### config.mk
export PLATFORM = sky130hd
export DESIGN_NAME = imem_sram_rd
export DESIGN_NICKNAME = d
export VERILOG_FILES = /design/src/rtl/imem_sram_rd.sv
export SDC_FILE = /design/constraint.sdc
export NUM_CORES = 1
export LEC_CHECK = 0
export CORE_UTILIZATION = 42
export CTS_CLUSTER_SIZE = 10
export DETAILED_ROUTE_END_ITERATION = 8
export GPL_TIMING_DRIVEN = 0
export PLACE_DENSITY = 0.86
export SLEW_MARGIN = 5
export SYNTH_ARGS = -nofsm -noshare
export SYNTH_HDL_FRONTEND = slang
export SYNTH_SLANG_ARGS = --single-unit
### constraint.sdc
create_clock -name clk -period 1.6 [get_ports clk]
set_input_delay 0.4 -clock clk [delete_from_list [all_inputs] [get_ports clk]]
set_output_delay 0.4 -clock clk [all_outputs]
set_load 0.005 [all_outputs]
### src/rtl/imem_sram_rd.sv
// imem_sram_rd: fetch-side instruction reader over a 16-bit async SRAM, two halfword reads per word
module imem_sram_rd #(
   parameter int ADDR_W      = 18,
   parameter int WAIT_STATES = 1
) (
   input  logic              clk,
   input  logic              rst,
   input  logic [31:0]       if_addr,
   output logic [31:0]       if_inst,
   output logic              if_stall,
   output logic [ADDR_W-1:0] sram_addr,
   input  logic [15:0]       sram_dq_in,
   output logic              sram_ce_n,
   output logic              sram_oe_n,
   output logic              sram_we_n,
   output logic              sram_bhe_n,
   output logic              sram_ble_n
);
   localparam int CW = WAIT_STATES > 0 ? $clog2(WAIT_STATES + 1) : 1;
   typedef enum logic [1:0] {IDLE, RD_HI, RD_LO, BYPASS} state_t;
   state_t state, state_nxt;
   logic [CW-1:0] cnt;
   logic [ADDR_W-2:0] req_addr;
   logic [15:0] hi_reg;
   logic done, in_range, unused_ok;
   assign done = cnt == CW'(WAIT_STATES);
   assign in_range = if_addr[31:ADDR_W+1] == '0;
   assign unused_ok = &{1'b0, if_addr[1:0]};
   assign sram_we_n = 1'b1;
   assign sram_oe_n = sram_ce_n;
   assign sram_bhe_n = sram_ce_n;
   assign sram_ble_n = sram_ce_n;
   always_comb begin
      state_nxt = state;
      case (state)
         IDLE:    state_nxt = in_range ? RD_HI : BYPASS;
         RD_HI:   state_nxt = done ? RD_LO : RD_HI;
         RD_LO:   state_nxt = done ? IDLE : RD_LO;
         default: state_nxt = IDLE;
      endcase
   end
   always_ff @(posedge clk) begin
      if (!rst) begin
         state     <= IDLE;
         cnt       <= '0;
         req_addr  <= '0;
         hi_reg    <= '0;
         if_inst   <= '0;
         if_stall  <= 1'b0;
         sram_addr <= '0;
         sram_ce_n <= 1'b1;
      end else begin
         state     <= state_nxt;
         if_stall  <= state_nxt != IDLE;
         sram_ce_n <= !(state_nxt == RD_HI || state_nxt == RD_LO);
         cnt       <= (state inside {RD_HI, RD_LO}) && !done ? cnt + 1'b1 : '0;
         if (state == IDLE) req_addr <= if_addr[ADDR_W:2];
         if (state == IDLE && in_range) sram_addr <= {if_addr[ADDR_W:2], 1'b0};
         if (state == RD_HI && done) begin
            hi_reg    <= sram_dq_in;
            sram_addr <= {req_addr, 1'b1};
         end
         if (state == RD_LO && done) if_inst <= {hi_reg, sram_dq_in};
         if (state == BYPASS) if_inst <= '0;
      end
   end
endmodule

After elaboration in Yosys (flattened, before gate mapping)

Cells that the tools add are included.

Add/subtract/negate cells: 1
Equality and inequality tests: 5
Muxes and demuxes: 6
Bitwise operators: 1
Reductions and logical operators: 14

Operators with widths:

| operator                                                               | number |
|---|---|
| 18-bit 2-to-1 mux                                                      | 2 |
| 13-bit logical NOT                                                     | 1 |
| 2-bit equality test (second input constant)                            | 3 |
| 2-bit 2-to-1 mux                                                       | 3 |
| 2-bit case mux with 3 select lines                                     | 1 |
| 2-bit nonzero test                                                     | 3 |
| 2-bit by 1-bit equality test with 1-bit output (second input constant) | 2 |
| 1-bit logical AND                                                      | 4 |
| 1-bit logical NOT                                                      | 2 |
| 2-bit logical NOT                                                      | 1 |
| 2-bit AND reduction                                                    | 1 |
| 2-bit OR reduction                                                     | 1 |
| 1-bit adder (second input constant)                                    | 1 |
| 1-bit logical OR                                                       | 1 |
| 1-bit NOT                                                              | 1 |

Bits in registers: 88
Input port bits: 50
Output and inout bits: 56
Word-level logic and storage cells: 35

Longest topological paths before layout

Word-level depth: 6
Depth in mapped cells: 8
Gate-level depth less buffers: 6

Least setup slack after synthesis

No wires, ideal clock.

Path kind: reg-to-reg
Start: register state[0]
End: register sram_ce_n (netlist: sram_bhe_n)
Setup time: 0.121 ns
Arrival: 1.437 ns
Data required time: 1.479 ns
Slack: 0.042 ns
Stages on the path, launching flop included: 8
Path buffers: 1
Clock period less this slack: 1.558 ns
Cells stage by stage: dfxtp_1 inv_1 ha_1 buf_2 o21ai_0 a31o_2 ha_1 nand2_1

Cells in the longest elaborated chain, start to end: 5
Elaborated cells between the ends (all ways): 8
Those cells by class: eq/ne: 4; mux: 1; reduce/logical: 3

Ends and longest elaborated chain:

| item                                                                                         | line | text |
|---|---|---|
| start, declared                                                                              | 21   | `state_t state, state_nxt;` |
| start signal, assigned                                                                       | 53   | `state <= state_nxt;` |
| 2-bit equality test, or another cell as far along                                            | 35   | `case (state)` |
| 2-bit case mux with 3 select lines (*)                                                       | 35   |  |
| 2-bit by 1-bit equality test with 1-bit output / 2-bit equality test (equally long branches) | 55   | `sram_ce_n <= !(state_nxt == RD_HI \|\| state_nxt == RD_LO);` |
| 1-bit logical OR (*)                                                                         | 55   |  |
| 1-bit logical NOT (*)                                                                        | 55   |  |
| end signal, assigned                                                                         | 55   |  |
| end, declared                                                                                | 13   | `output logic sram_ce_n,` |

Every way passes the cells marked *; elsewhere a longest branch is shown, timed or not.
A chain may end at the register's enable or synchronous reset.

Worst setup path after layout

Start: input if_addr[25]
End: register sram_ce_n (netlist: sram_bhe_n)

Cells in the longest elaborated chain, start to end: 6
Elaborated cells between the ends (all ways): 7
Those cells by class: eq/ne: 2; mux: 2; reduce/logical: 3

Ends and longest elaborated chain:

| item                                                                                         | line | text |
|---|---|---|
| start, declared                                                                              | 8    | `input logic [31:0] if_addr,` |
| 13-bit logical NOT (*)                                                                       | 27   | `assign in_range = if_addr[31:ADDR_W+1] == '0;` |
| 2-bit 2-to-1 mux (*)                                                                         | 36   | `IDLE: state_nxt = in_range ? RD_HI : BYPASS;` |
| 2-bit case mux with 3 select lines (*)                                                       | 35   |  |
| 2-bit by 1-bit equality test with 1-bit output / 2-bit equality test (equally long branches) | 55   |  |
| 1-bit logical OR (*)                                                                         | 55   |  |
| 1-bit logical NOT (*)                                                                        | 55   |  |

Marked as above.

==> impl_metrics.yaml <==
run_status:
  outcome: "finished, violations left"
  violations: "setup timing"
sta:
  max_freq_ghz: 0.599
  setup_slack_ns: -0.0701
  finClkSkew_ns: 0.0155
  period_minus_slack_ns: 1.67
  setup_viol: 6
  holdWs_ns: 0.434
  hold_viol: 0
  finalCritPeriodShare_pct: 104
  maxSlewViolCount: 0
  rsz0062_at_grt: "yes"
power:
  finalPower_w: 0.00643
  peakVddDrop_mv: 0.722
  leakage_nw: 2.45
  power.density_nw_per_um2: 1240
worst_setup_path:
  critPathMaxFanout: 2
  slowest_stage: "clkdlybuf4s50_1"
  crit_path_end_kind: "flop"
  crit_top_cell: "nand2_1"
  start_kind: "input pin"
  crit_family: "compound AO/OA/AOI/OAI gates"
  path_cells: "clkdlybuf4s50_1 > nor4_4 > nand2_1 > o21ai_1 > a31o_2 > ha_1 > nand2_1"
  max_stage_delay_ns: 0.44
  crit_arrival_ns: 1.97
  path_buf_inv: 1
  worstPathRequired_ns: 1.90
  critPathKind: "in2reg"
route:
  drt_first_pass_iters: 4
  drcViolationCount: 0
  wl_per_cell_um: 16.0
  wl_um: 10200
  via_per_inst: 5.27
  antenna_left: 0
  drtIter0Drc: 148
  vias: 3356
floorplan:
  die_area_sq_um: 8660
  fp.dieW_um: 93.0
  die_y_um: 93.0
  io_pins: 106
  start_util_pct: 44.1
  rows: 32
  core_sq_um: 7890
clock_tree:
  cts.clk_slew.worst_paths_ns: 0.11
  holdBufCountCts: 0
  ctsLongestPathBuffers: 2
  htreeDepth: 3
  numClockSinks: 88
  numCtsBuffers: 9
  cts_tree: "done"
  insertion_delay_ns: 0.36
  root_buffer: "clkbuf_8"
placement:
  io_buffers: 102
  place.gp.congestion: 0.805
  hpwl_um: 6730
  place_area_sq_um: 4630
  dp.cells: 608
  place_ws_ns: -0.424
synthesis:
  synth_edf_count: 0
  syn_area_sq_um: 3480
  synth_top_area_share_pct: 50.6
  synth_top_family_by_area: "simple AND/OR/NAND/NOR gates"
  synth_top_cell_by_area: "dfxtp_1"
  synth_simple_gate_area_share_pct: 20.2
  ys_types: 29
  synth_commonest_cells: "nand2_1, dfxtp_1, a21oi_1"
  synth-seq-cells: 88
  ys.flop_type: "dfxtp_1"
  syn_nets: 460
  synth_compound_area_share_pct: 15.8
  yosysSeqAreaShare_pct: 50.6
  netlist_instances: 404
  synthTopCellsByArea: "dfxtp_1, nand2_1, a21oi_1"
  yosys_warnings: 0
  synthMuxAreaShare_pct: 4.89
  ys_async_sr_fraction_pct: 0
  synth_xor_area_share_pct: 0
  syn_avg_cell_area_sq_um: 8.62
  yosysMostFrequentCell: "nand2_1"
  synth_fa_ha_area_share_pct: 2.16
global_routing:
  antenna_found_initial: 0
  grt_max_degree: 19
  met3_usage_pct: 3.66
  gr-max-usage-layer: "met2"
  gr-usage-met2_pct: 42.1
  grt_util_met1_pct: 26.6
  grt_use_total_pct: 23.3
  grt_pass1_wl_um: 15900
  grt-ovfl-total: 0
  grt_pass1_vias: 3409
finish:
  fillers: 602
  regMostFlops: "if_inst"
  largest_reg_flops: 32
  finalInstanceArea_sq_um: 5190
  reg.largest.list: "if_inst x32, sram_addr x18, req_addr x17"
  drive_above_1_share_pct: 25.6
  diodes: 0
  multiInputGateArea_sq_um: 1610
  instances_no_fill: 637
  layout.nets: 586
  syn_to_final_growth_pct: 49.1
  area.sequential_sq_um: 1820
job:
  cap_violations: 0
worst_hold_path:
  hold_path_class: "reg2reg"
## cell usage in the layout, fill, tap and decap left out, types with 7 or more instances in the layout
master	n
nand2_1	101
nor3_2	7
nor2_1	37
mux2i_1	17
dlygate4sd2_1	36
a211oi_2	15
o21ai_0	17
buf_4	18
dfxtp_1	45
dlymetal6s2s_1	23
a21oi_1	50
nor3_1	10
clkdlybuf4s50_1	41
clkbuf_8	10
dfxtp_2	42
clkbuf_2	10
## layout make-up
cell class	instances	area share (%)
Buffer	33	4.68
Sequential cell	88	35.0
Multi-Input combinational cell	278	30.9
Clock inverter	7	1.28
Tap cell	102	2.46
Inverter	4	0.338
Clock buffer	9	2.39
Timing Repair Buffer	116	22.9
## worst reg2reg max path, cell delays in order (launching register included)
cell	delay (ns)
dfxtp_4	0.38
inv_4	0.07
ha_4	0.13
buf_4	0.20
o21ai_1	0.15
a31o_2	0.28
ha_1	0.27
nand2_1	0.06
## worst paths after layout
| path | slack [ns] | from | depth (start not counted) | endpoint |
|---|---|---|---|---|
| max | -0.07 | if_addr[25] | 7 | sram_bhe_n$_SDFF_PN1_ |
| min | 0.43 | hi_reg[11]$_SDFFE_PN0P_ | 2 | if_inst[27]$_SDFFE_PP0P_ |
| max reg2reg | -0.06 | state[0]$_SDFF_PN0_ | 7 | sram_bhe_n$_SDFF_PN1_ |
| min reg2reg | 0.43 | hi_reg[11]$_SDFFE_PN0P_ | 2 | if_inst[27]$_SDFFE_PP0P_ |
## per-layer routing
layer	share of wire, %	routed length, um	up-vias
met5	0	0	-
met4	2.0	205	0
met3	6.4	655	19
met2	51	5250	129
met1	40	4100	1609
li1	-	-	1599
## what timing repair did
action | CTS | global route
gates cloned | 2 | 1
buffers inserted | 8 | 4
pin swaps | 3 | 5
endpoints found under the setup margin | 105 | 97
gates resized for setup | 101 | 55
## logic make-up after synthesis
logic type,Yosys count
other,1
multiplexers,17
flip-flops,88
AO/OA/AOI/OAI,87
adder cells (fa/ha/maj),6
AND/OR/NAND/NOR,167
buffers and inverters,38
## power breakdown
group | switching, W | total, W | leakage (nW) | internal [W]
clock | 0.000902 | 0.00151 | 0.0986 | 0.000609
sequential | 0.000209 | 0.00275 | 0.736 | 0.00254
combinational | 0.00113 | 0.00216 | 1.61 | 0.00104
total | 0.00224 | 0.00643 | 2.45 | 0.00419
## metrics by stage
stage	utilization, %	TNS, ns
after global placement	58.7	-15.98
after CTS	63.1	-0.00416
after global routing	65.8	-1.04
after detailed placement	58.7	-20.33
after floorplan	-	0
final	65.8	-0.164
(Power assumes the default switching activity.)
